$ cat src/rtl/aq_mp_rst_ctrl.sv
// Multi-core cluster reset controller: pad reset synchroniser, staggered core
// release under an enable mask, per-core software reset pulses and late boot.
module aq_mp_rst_ctrl #(
   parameter int unsigned NUM_CORE     = 4,
   parameter int unsigned SYNC_STAGE   = 3,
   parameter int unsigned RLS_GAP      = 4,
   parameter int unsigned PULSE_CYCLES = 16
) (
   input  logic                forever_cpuclk,
   input  logic                pad_cpu_rst_b,
   input  logic                pad_yy_mbist_mode,
   input  logic                pad_yy_scan_mode,
   input  logic                pad_yy_scan_rst_b,
   input  logic                pad_yy_dft_clk_rst_b,
   input  logic [NUM_CORE-1:0] core_rls_en,
   input  logic [NUM_CORE-1:0] core_sw_rst_req,
   output logic                ciu_rst_b,
   output logic                clkgen_rst_b,
   output logic [NUM_CORE-1:0] core_rst_b,
   output logic [NUM_CORE-1:0] core_rst_busy,
   output logic                rst_seq_done
);

   localparam int unsigned GW = $clog2(RLS_GAP + 1);
   localparam int unsigned PW = $clog2(PULSE_CYCLES + 1);
   localparam logic [GW-1:0] GAP_LAST   = GW'(RLS_GAP - 1);
   localparam logic [PW-1:0] PULSE_LOAD = PW'(PULSE_CYCLES);

   typedef enum logic [1:0] {S_WAIT, S_SEQ, S_DONE} seq_state_t;
   typedef enum logic [1:0] {CORE_HELD, CORE_ACTIVE, CORE_SWRST} core_state_t;

   logic                  async_rst_b;
   logic [SYNC_STAGE-1:0] sync_q;
   logic                  sync_rst_b;

   seq_state_t            seq_st, seq_nxt;
   logic [GW-1:0]         gap_cnt, gap_nxt;
   logic [NUM_CORE-1:0]   pend_q, pend_nxt;
   logic [NUM_CORE-1:0]   rls;
   logic                  gap_hit;
   logic                  done_q;

   core_state_t                  core_st  [NUM_CORE];
   core_state_t                  core_nxt [NUM_CORE];
   logic [NUM_CORE-1:0][PW-1:0]  pcnt, pcnt_nxt;
   logic [NUM_CORE-1:0]          core_q, core_q_nxt;
   logic [NUM_CORE-1:0]          busy_q, busy_nxt;

   function automatic logic [NUM_CORE-1:0] lowest_bit(input logic [NUM_CORE-1:0] v);
      return v & (~v + NUM_CORE'(1));
   endfunction

   assign async_rst_b = pad_cpu_rst_b & ~pad_yy_mbist_mode;

   always_ff @(posedge forever_cpuclk or negedge async_rst_b) begin
      if (!async_rst_b) sync_q <= '0;
      else              sync_q <= {sync_q[SYNC_STAGE-2:0], 1'b1};
   end

   assign sync_rst_b = sync_q[SYNC_STAGE-1];

   // Sequencer: the WAIT exit edge already releases the first enabled core,
   // so core m rises (m+1)*RLS_GAP cycles after the synchronised reset.
   assign gap_hit = (gap_cnt == GAP_LAST);

   always_comb begin
      seq_nxt  = seq_st;
      gap_nxt  = gap_cnt;
      pend_nxt = pend_q;
      rls      = '0;
      case (seq_st)
         S_WAIT: begin
            if (gap_hit) begin
               seq_nxt  = S_SEQ;
               gap_nxt  = '0;
               rls      = lowest_bit(core_rls_en);
               pend_nxt = core_rls_en & ~rls;
            end else begin
               gap_nxt = gap_cnt + GW'(1);
            end
         end
         S_SEQ: begin
            if (pend_q == '0) begin
               seq_nxt = S_DONE;
            end else if (gap_hit) begin
               gap_nxt  = '0;
               rls      = lowest_bit(pend_q);
               pend_nxt = pend_q & ~rls;
            end else begin
               gap_nxt = gap_cnt + GW'(1);
            end
         end
         default: seq_nxt = S_DONE;
      endcase
   end

   always_ff @(posedge forever_cpuclk or negedge sync_rst_b) begin
      if (!sync_rst_b) begin
         seq_st  <= S_WAIT;
         gap_cnt <= '0;
         pend_q  <= '0;
         done_q  <= 1'b0;
      end else begin
         seq_st  <= seq_nxt;
         gap_cnt <= gap_nxt;
         pend_q  <= pend_nxt;
         done_q  <= (seq_nxt == S_DONE);
      end
   end

   // Per-core: release, software pulse, and late boot of held cores once DONE.
   always_comb begin
      core_q_nxt = core_q;
      busy_nxt   = busy_q;
      pcnt_nxt   = pcnt;
      for (int unsigned i = 0; i < NUM_CORE; i++) begin
         core_nxt[i] = core_st[i];
         case (core_st[i])
            CORE_HELD: begin
               if (rls[i]) begin
                  core_nxt[i]   = CORE_ACTIVE;
                  core_q_nxt[i] = 1'b1;
               end else if (seq_st == S_DONE && core_sw_rst_req[i]) begin
                  core_nxt[i]   = CORE_SWRST;
                  core_q_nxt[i] = 1'b0;
                  busy_nxt[i]   = 1'b1;
                  pcnt_nxt[i]   = PULSE_LOAD;
               end
            end
            CORE_ACTIVE: begin
               if (core_sw_rst_req[i]) begin
                  core_nxt[i]   = CORE_SWRST;
                  core_q_nxt[i] = 1'b0;
                  busy_nxt[i]   = 1'b1;
                  pcnt_nxt[i]   = PULSE_LOAD;
               end
            end
            CORE_SWRST: begin
               if (pcnt[i] == PW'(1)) begin
                  core_nxt[i]   = CORE_ACTIVE;
                  core_q_nxt[i] = 1'b1;
                  busy_nxt[i]   = 1'b0;
                  pcnt_nxt[i]   = '0;
               end else begin
                  pcnt_nxt[i] = pcnt[i] - PW'(1);
               end
            end
            default: core_nxt[i] = CORE_HELD;
         endcase
      end
   end

   always_ff @(posedge forever_cpuclk or negedge sync_rst_b) begin
      if (!sync_rst_b) begin
         for (int unsigned i = 0; i < NUM_CORE; i++) core_st[i] <= CORE_HELD;
         pcnt   <= '0;
         core_q <= '0;
         busy_q <= '0;
      end else begin
         for (int unsigned i = 0; i < NUM_CORE; i++) core_st[i] <= core_nxt[i];
         pcnt   <= pcnt_nxt;
         core_q <= core_q_nxt;
         busy_q <= busy_nxt;
      end
   end

   assign ciu_rst_b     = pad_yy_scan_mode ? pad_yy_scan_rst_b    : sync_rst_b;
   assign clkgen_rst_b  = pad_yy_scan_mode ? pad_yy_dft_clk_rst_b : sync_rst_b;
   assign core_rst_b    = pad_yy_scan_mode ? {NUM_CORE{pad_yy_scan_rst_b}} : core_q;
   assign core_rst_busy = busy_q;
   assign rst_seq_done  = done_q;

endmodule

$ cat config.mk
export PLATFORM = sky130hd
export DESIGN_NAME = aq_mp_rst_ctrl
export DESIGN_NICKNAME = d
export VERILOG_FILES = /design/src/rtl/aq_mp_rst_ctrl.sv
export SDC_FILE = /design/constraint.sdc
export NUM_CORES = 1
export LEC_CHECK = 0
export BUFFER_PORTS_ARGS = -buffer_cell sky130_fd_sc_hd__buf_2
export CORE_MARGIN = 2
export CORE_UTILIZATION = 30
export CTS_BUF_LIST = sky130_fd_sc_hd__clkbuf_4
export DETAILED_ROUTE_END_ITERATION = 7
export PLACE_DENSITY = 0.55
export SLEW_MARGIN = 20
export SYNTH_ARGS = -nofsm -noshare
export SYNTH_HDL_FRONTEND = slang
export SYNTH_SLANG_ARGS = --single-unit
$ cat constraint.sdc
create_clock -name forever_cpuclk -period 2 [get_ports forever_cpuclk]
set_input_delay 0.2 -clock forever_cpuclk [delete_from_list [all_inputs] [get_ports forever_cpuclk]]
set_output_delay 0.2 -clock forever_cpuclk [all_outputs]
set_load 0.01 [all_outputs]
==> results.md, run 1 <==
* Max-Cap Viols at 0
* Top Ports at 25
* DR vias at 2474
* Metal-1 WL at 3.13 mm
* Die Ht at 104 um
* Initial drt markers at 113
* Hold Crit Class: primary input to flip-flop
* Global-route wire length before repair at 11.0 mm
* Total number of yosys warnings at 0
* GR Overflow Total at 0
* Clock-pin slew on the worst setup and hold paths at roughly 0.15 ns
* Number of global-route vias before repair at 2327
* Reg-to-reg startpoint: pcnt[16]
* Synthesized net count at about 360
* EDFF count, synth at 0
* #FFs+latches synth at 48
* Synth area leader: dfrtp_1
* Nets at 398
* Total power at around 0.0044 W
* Critical Path Start: pcnt[16]
* Skew final at 0.0102 ns
* Post-route setup slack at 0.125 ns
* Final min period at 1.87 ns
* # rows at 36
* Critical path depth at 7
* RSZ-0062 raised after global routing: no
* Top-count cell post-synth: dfrtp_1
* Clk sinks at 48
* Peak supply drop at 0.000553 V
* DR DRC count at 0
* Clock root buffer: clkbuf_4
* Sequential area share after synthesis at about 40%
* Outcome: finished clean
* Syn Inst Count at 318
* Final Hold Viols at 0
* Hold path startpoint: core_rls_en[2]
* Post-Place Setup Slack at 0.125 ns
* H-tree depth at 2
* Fmax at 533 MHz
* Die W at approximately 100 um
* Fraction of layout cells with a size suffix above 1 at 17.5%
* CP top delay family: compound AO/OA/AOI/OAI gates
* Crit Path Category: flip-flop to flip-flop
* Total CTS buffers at 5
* Worst Path Required at between 2 and 2.5 ns
* Crit path cell chain: inv_1 > ha_1 > inv_1 > o41a_1 > nand2b_1 > a211oi_2 > mux2i_1
* Setup Fix Bufs, Post-CTS at 0
* Critical path's largest stage delay at between 0.4 and 0.5 ns
* Top FF cell, synth: dfrtp_1
* CP bufs+invs at 2
* Routability cong. at 0.823
* IO Port Bufs at 24
* Avg WL per Cell at 13.0 um
* Area grow syn2layout at 15.1%
* Period utilisation layout at 93.7%
* Setup TNS at 0 ns
* Met2 WL at between 3 and 4 mm
* Largest net degree at the start of global routing at 46
* Relative slew slack at 60.1%
* Synthesized area at a little under 3000 sq um
* CTS tree: built
* Highest Signal Layer: met4
* Synth cell types at 56
* CP Capture Type: flip-flop
* Post-DP HPWL at between 4 and 5 mm
* Worst-Margin Slew at 0.598 ns
* Initial antenna violation count at 0
* Antenna Nets Post-Route at 0
* Worst hold path depth at 3
* Maximum buffer depth of the clock tree at 2
* Antenna diode count at 0
* Commonest cells in the netlist: dfrtp_1 (48), o21ai_0 (43), nand2_1 (34)
* Final setup violation count at 0
* Gr usage total at roughly an eighth
* R2R setup slack at approximately 0.13 ns
* R2R depth at 7
* Critical path arrival at 2.17 ns
* DIE AREA at 10800 sq um
* Worst-Skew Late Latency at 0.36 ns
* Via/cell ratio at 5.03
* Syn avg cell area at 9.38 sq um
* Synth async-reset ratio at 100%
* CP max FO at 4
* Worst path most repeated cell: inv_1
* Critical path launch point type: flip-flop
* First drt pass iteration count at 5
* Initial Utilization at 30.7%
* Pwr Density at 1290 nW/um^2
* Synth top area share at 40.3%
* Fin. max-slew vios at 0
* CORE AREA at 9730 sq um
* Main area contributors after synthesis: dfrtp_1 (40%), ha_1 (10%), o21ai_0 (7.2%)
* Met3 wire length at 172 um
* Leakage at roughly 1.5 nW
* Total Wirelength at ~6.4 mm
* Slowest CP cell: o41a_1
==> flip-flops by register name, summed over array words and instances (netlist names) <==
name           flops
core_st            8
pend_q             3
pcnt              20
core_q             4
sync_q             3
core_rst_busy      4
seq_st             2
rst_seq_done       1
gap_cnt            3
==> metal layers <==
metal  track usage (%)  vias up
met5                 0        -
met3              2.08        2
met2              20.1       32
li1                  -     1223
met1              16.4     1217
met4              3.67        0
==> logic make-up after synthesis <==
| family | count (synthesis) | synth area share (%) |
|---|---|---|
| AO/OA/AOI/OAI | 103 | 22.9 |
| adder cells (fa/ha/maj) | 25 | 10.5 |
| buffers and inverters | 33 | 4.45 |
| flip-flops | 48 | 40.3 |
| multiplexers | 5 | 1.72 |
| other | 1 | 0.126 |
| AND/OR/NAND/NOR | 103 | 20.0 |
==> tightest hold or removal path, stage by stage <==
cell	delay, ns
buf_2	0.13
o211ai_1	0.09
nand2_1	0.06
==> cells in the final DEF (no fill, tap or decap), types with 5 or more instances in the layout <==
cell,count
nand2_1,34
buf_2,24
o41a_1,5
nand3b_1,5
buf_4,11
dfrtp_1,46
o31ai_1,8
clkbuf_4,5
nor2b_1,12
nor2_1,11
o21ai_0,43
a31oi_1,5
inv_1,29
nand2b_1,12
a21oi_1,9
ha_1,24
==> area by class of cell <==
type | count | area [sq um]
clock buffer | 5 | 37.5
clock inverter | 2 | 7.51
fill | 1023 | 6300
inverter | 30 | 113
multi-input combinational | 237 | 1680
sequential | 48 | 1200
tap | 133 | 166
timing repair buffer | 37 | 223
==> report_power, final <==
part,switching (W),leakage [nW],internal (W)
Sequential,0.000276,0.598,0.00129
Combinational,0.00134,0.883,0.00109
Clock,0.000315,0.0261,0.000124
Total,0.00194,1.51,0.00250
==> worst paths after layout <==
kind,end
worst max-delay path,core_q[3]
worst min-delay path,pend_q[2]
worst max register to register,core_q[3]
worst min register to register,sync_q[1]
max in group asynchronous,sync_q[2]
min in group asynchronous,sync_q[0]
==> metrics by stage <==
| step | util (%) | hold slack, ns | instances | instance area, sq um |
|---|---|---|---|---|
| floorplan | - | 0.0314 | 318 | 2980 |
| global placement | 34.3 | 0.151 | 483 | 3330 |
| detailed placement | 34.3 | 0.167 | 483 | 3330 |
| CTS | 34.9 | 0.118 | 492 | 3400 |
| global route | 35.3 | 0.129 | 492 | 3430 |
| finish | 35.3 | 0.134 | 492 | 3430 |
==> timing repair <==
item / in CTS / in global routing
resized for setup: 0 / 10
hold endpoints to repair: 3 / 0
hold buffers: 2 / 0
endpoints found under the setup margin: 0 / 7
(Power assumes the default switching activity.)
==> run 2, diff against run 1 <==
--- a/config.mk
+++ b/config.mk
@@ -6,11 +6,11 @@
 export NUM_CORES = 1
 export LEC_CHECK = 0
 export BUFFER_PORTS_ARGS = -buffer_cell sky130_fd_sc_hd__buf_2
+export CORE_ASPECT_RATIO = 0.8
 export CORE_MARGIN = 2
 export CORE_UTILIZATION = 30
 export CTS_BUF_LIST = sky130_fd_sc_hd__clkbuf_4
 export DETAILED_ROUTE_END_ITERATION = 7
-export PLACE_DENSITY = 0.55
 export SLEW_MARGIN = 20
 export SYNTH_ARGS = -nofsm -noshare
 export SYNTH_HDL_FRONTEND = slang
==> run 2 against run 1 <==
Compared with the run above: largest cell class unchanged; cell area down 0.98%; hold slack worse by 0.030 ns; clock skew up 0.0057 ns; highest routed layer unchanged; largest power group unchanged; clock power up 5.2%; maximum frequency about the same; first-iteration DRC count up 45%; non-clock buffer count down 5; routed wire length down 3.0%; critical path depth down 1; sequential power about the same; critical endpoint is now core_q[1]; global-route usage up 0.29 points; cell count down 0.20%.
==> results.md, run 2 (synthesis gave the netlist of run 1 again) <==
* Outcome: finished clean
* R2R depth at 6
* CP top delay family: compound AO/OA/AOI/OAI gates
* Total CTS buffers at 5
* Top Ports at 25
* First drt pass iteration count at 4
* Initial drt markers at approximately 160
* Die W at between 100 and 150 um
* Global-route wire length before repair at 10.8 mm
* Setup Fix Bufs, Post-CTS at 0
* Clock root buffer: clkbuf_4
* Routability cong. at 0.809
* Initial Utilization at approximately 30%
* Crit path cell chain: ha_2 > or3b_2 > a21oi_2 > o21ai_1 > o21ai_0 > o31ai_1
* Commonest non-fill, non-tap cell in the layout: dfrtp_1
* Critical path depth at 6
* Critical path arrival at around 2.2 ns
* Via/cell ratio at 4.85
* Worst-Margin Slew at 0.593 ns
* Most frequent cells in the layout: dfrtp_1 (45), o21ai_0 (43), nand2_1 (34)
* DR vias at 2381
* Clk pwr share at approximately a tenth
* Net Sw Power at ~0.0019 W
* Setup TNS at 0 ns
* Largest register FFs at 20
* Fraction of layout cells with a size suffix above 1 at between 10% and 20%
* Period utilisation layout at between 90 and 100%
* Post-DP HPWL at 4.58 mm
* Initial antenna violation count at 0
* Avg WL per Cell at 12.6 um
* Most flops, register: pcnt
* Maximum buffer depth of the clock tree at 2
* Skew final at 0.0159 ns
* Largest net degree at the start of global routing at 46
* Die Ht at 93.2 um
* Final setup violation count at 0
* Worst-Skew Late Latency at 0.39 ns
* Pwr Density at 1290 nW/um^2
* IO Port Bufs at 24
* Peak supply drop at 0.000358 V
* Critical path's largest stage delay at 0.48 ns
* Internal power at ~0.0025 W
* Critical path launch point type: flip-flop
* H-tree depth at 2
* Final min period at 1.87 ns
* Reg power frac at 36.0%
* Antenna Nets Post-Route at 0
* Biggest regs: pcnt (20), core_st (8)
* CP max FO at 6
* # rows at 32
* Crit Path Category: flip-flop to flip-flop
* DR DRC count at 0
* CP bufs+invs at 0
* Relative slew slack at 60.2%
* Fill cells at 987
* Nets at between 300 and 400
* Leakage at between 1 and 1.5 nW
* Worst Path Required at 2.27 ns
* Clk sinks at 48
* CORE AREA at around 9600 sq um
* Area of the multi-input gates at 1670 sq um
* Fin. max-slew vios at 0
* Total Wirelength at around 6.2 mm
* Gr usage total at 12.5%
* RSZ-0062 raised after global routing: no
* Max-Cap Viols at 0
* Slowest CP cell: or3b_2
* Total power at 0.00440 W
* Clock-pin slew on the worst setup and hold paths at 0.14 ns
* Sequential cell area at around 1200 sq um
* Worst hold path depth at 3
* Fmax at 534 MHz
* DIE AREA at 10800 sq um
* Area grow syn2layout at 13.9%
* Antenna diode count at 0
* CTS tree: built
* Gate power share at a little over half
* Hold Crit Class: primary input to flip-flop
* Sw frac at 44.1%
* CP Capture Type: flip-flop
* GR Overflow Total at 0
* Number of global-route vias before repair at 2300
* Final Hold Viols at 0
==> run 2: cell types whose count changed in the layout (fill, tap and decap cells not counted), sizes merged <==
cell	change
buf	-5
clkinv	+1
==> run 2: power groups by stage <==
stage | clock [W] | sequential (W) | combinational (W)
after floorplan | 0 | 0.00156 | 0.00175
after global placement | 0 | 0.00159 | 0.00224
after detailed placement | 0 | 0.00159 | 0.00230
after CTS | 0.000489 | 0.00157 | 0.00231
after global routing | 0.000515 | 0.00165 | 0.00267
final | 0.000462 | 0.00158 | 0.00235
==> run 2: what timing repair did <==
action / CTS / global route
setup endpoints to repair: 0 / 10
resized for setup: 0 / 8
hold buffers: 2 / 0
hold endpoints to repair: 3 / 0
==> run 2: worst paths after layout <==
path	start	endpoint	slack (ns)
min in group asynchronous	pad_yy_mbist_mode	sync_q[1]	0.26
worst max register to register	gap_cnt[0]	core_q[1]	0.13
worst min-delay path	core_rls_en[3]	pend_q[3]	0.10
max in group asynchronous	pad_cpu_rst_b	sync_q[2]	1.05
worst min register to register	sync_q[0]	sync_q[1]	0.36
worst max-delay path	gap_cnt[0]	core_q[1]	0.13
==> run 2: metal layers <==
| layer | global-route usage [%] | wire [um] | vias to the layer above |
|---|---|---|---|
| li1 | - | - | 1213 |
| met5 | 0 | 0 | - |
| met4 | 3.61 | 70 | 0 |
| met1 | 19.5 | 3360 | 1113 |
| met3 | 2.27 | 252 | 7 |
| met2 | 17.2 | 2530 | 48 |
==> run 2: worst register-to-register path, stage by stage (launching register included) <==
cell,delay (ns)
dfrtp_1,0.40
ha_2,0.24
or3b_2,0.48
a21oi_2,0.22
o21ai_1,0.17
o21ai_0,0.18
o31ai_1,0.09
==> run 2: cell type report <==
class | count | share of cell area [%]
multi-input combinational | 237 | 49.3
sequential | 48 | 35.5
timing repair buffer | 32 | 5.45
tap | 136 | 5.01
inverter | 30 | 3.31
clock buffer | 5 | 1.10
clock inverter | 3 | 0.405
==> run 2: per-stage QoR <==
stage                     hold WS [ns]  setup WS, ns  std cells  utilization, %  area (sq um)
after detailed placement         0.167        0.0924        481            34.2          3300
after CTS                       0.0930        0.0554        491            34.9          3370
after floorplan                 0.0314         0.203        318               -          2980
after global placement           0.154         0.160        481            34.2          3300
final                            0.105         0.126        491            35.2          3400
after global routing             0.128       0.00423        491            35.2          3400
==> run 3, diff against run 2 <==
--- a/config.mk
+++ b/config.mk
@@ -11,6 +11,7 @@
 export CORE_UTILIZATION = 30
 export CTS_BUF_LIST = sky130_fd_sc_hd__clkbuf_4
 export DETAILED_ROUTE_END_ITERATION = 7
+export PLACE_DENSITY = 0.52
 export SLEW_MARGIN = 20
 export SYNTH_ARGS = -nofsm -noshare
 export SYNTH_HDL_FRONTEND = slang
==> run 3 against run 2 <==
Compared with the run above: maximum frequency fell by 0.26%; total power down 0.31%; global-route usage about the same; clock-buffer cell count grew 1; register-to-register slack hardly changed; combinational power is essentially flat; sequential cell count unchanged; routed wire length down 1.6%.
==> results.md, run 3 (synthesis gave the netlist of run 1 again) <==
* Outcome: finished clean
* Top Ports at 25
* Total CTS buffers at 5
* Leakage at 1.50 nW
* Routability cong. at 0.860
* Fill cells at 999
* Hold path startpoint: core_rls_en[3]
* Most frequent cells in the layout: dfrtp_1 (47), o21ai_0 (43), nand2_1 (34)
* R2R setup slack at 0.12 ns
* Most flops, register: pcnt
* Avg WL per Cell at 12.4 um
* Largest net degree at the start of global routing at 46
* Crit Path Category: flip-flop to flip-flop
* Area grow syn2layout at 14.3%
* Pwr Density at roughly 1300 nW/um^2
* H-tree depth at 2
* Final min period at 1.88 ns
* Setup TNS at 0 ns
* RSZ-0062 raised after global routing: no
* Non-Filler Instances at 493
* Biggest regs: pcnt (20), core_st (8)
* Commonest non-fill, non-tap cell in the layout: dfrtp_1
* Critical Path Start: gap_cnt[0]
* Die W at 115 um
* Final Hold Viols at 0
* First drt pass iteration count at 4
* DR DRC count at 0
* Post-route setup slack at approximately 0.12 ns
* Initial Utilization at between 30% and 40%
* DR vias at approximately 2400
* Initial antenna violation count at 0
* Hold Crit Class: primary input to flip-flop
* Total power at between 0.004 and 0.005 W
* Nets at 397
* CTS tree: built
* Clock-pin slew on the worst setup and hold paths at 0.14 ns
* R2R depth at 6
* CORE AREA at 9650 sq um
* Via/cell ratio at about 4.8
* Hold Slack at 0.119 ns
* Worst-Margin Slew at 0.589 ns
* Critical path arrival at 2.12 ns
* Initial drt markers at 90
* Skew final at approximately 0.014 ns
* DP Cell Count at 485
* Setup Fix Bufs, Post-CTS at 0
* CP Capture Type: flip-flop
* Worst Path Required at roughly 2.2 ns
* Clock root buffer: clkbuf_4
* Fraction of layout cells with a size suffix above 1 at 16.2%
* # rows at 32
* Antenna diode count at 0
* Area of the multi-input gates at between 1500 and 2000 sq um
* Sequential cell area at 1200 sq um
* Reg-to-reg endpoint: core_q[1]
* CP max FO at 6
* Max-Cap Viols at 0
* Critical path launch point type: flip-flop
* Reg-to-reg startpoint: gap_cnt[0]
* Gr usage total at 12.4%
* Global-route wire length before repair at 10.8 mm
* Die Ht at 93.2 um
* Fmax at 532 MHz
* DIE AREA at 10800 sq um
* Fin. max-slew vios at 0
* Maximum buffer depth of the clock tree at 2
* Final setup violation count at 0
* Critical Path Sink: core_q[1]
* Relative slew slack at 60.7%
* Peak supply drop at between 0.0003 and 0.0004 V
* Clk sinks at 48
* Antenna Nets Post-Route at 0
* Worst-Skew Late Latency at 0.36 ns
* Period utilisation layout at 93.9%
* IO Port Bufs at 24
* Largest register FFs at 20
* Number of global-route vias before repair at 2219
* Post-DP HPWL at approximately 4.5 mm
* Total Wirelength at about 6.1 mm
* GR Overflow Total at 0
* Post-Place Setup Slack at roughly 0.15 ns
run 3: changes by cell type in the layout (fill, tap and decap cells not counted), moves of 2 or more:
cell and delta:
dfrtp_1 +2, clkinv_2 -2, buf_4 +4, dfrtp_2 -2
run 3: how the worst min path moves through the flow:
stage / cells after the start / end
2_1_floorplan: 1 / sync_q[0]
3_3_place_gp: 2 / sync_q[0]
3_5_place_dp: 2 / sync_q[0]
4_1_cts: 3 / pend_q[3]
5_1_grt: 3 / pend_q[3]
6_report: 3 / pend_q[3]
run 3: power breakdown:
group          internal [W]  switching, W  total [W]
combinational       0.00106       0.00130    0.00236
sequential          0.00129      0.000281    0.00157
clock              0.000140      0.000314   0.000454
run 3: stage by stage:
stage          utilization [%]  instance area, sq um
6_report                  35.3                  3410
5_1_grt                   35.3                  3410
4_1_cts                   35.2                  3390
3_5_place_dp              34.5                  3330
3_3_place_gp              34.5                  3330
2_1_floorplan                -                  2980
run 3: repair_timing:
action | 4_1_cts | 5_1_grt
setup endpoints to repair | 0 | 5
hold endpoints to repair | 3 | 0
resized for setup | 0 | 4
hold buffers | 2 | 0
run 3: critical path, cell delays in order (launching register included):
cell and delay, ns:
dfrtp_1 0.39, ha_1 0.26, or3b_2 0.50, a21oi_2 0.21, o21ai_1 0.16, o21ai_0 0.17, o31ai_1 0.08
run 3: cell type report:
type | instances | share of cell area (%)
Multi-Input combinational cell | 237 | 48.8
Inverter | 30 | 3.30
Tap cell | 136 | 4.99
Clock buffer | 6 | 1.32
Timing Repair Buffer | 36 | 6.31
Sequential cell | 48 | 35.3
run 3: per-layer routing:
metal  global-route usage (%)  vias to the layer above  part of all wire, %
met5                        0                        -                    0
met4                     3.01                        0                 0.66
met3                     2.33                        2                  4.2
met2                     18.1                       48                   42
met1                     18.8                     1107                   53
li1                         -                     1229                    -
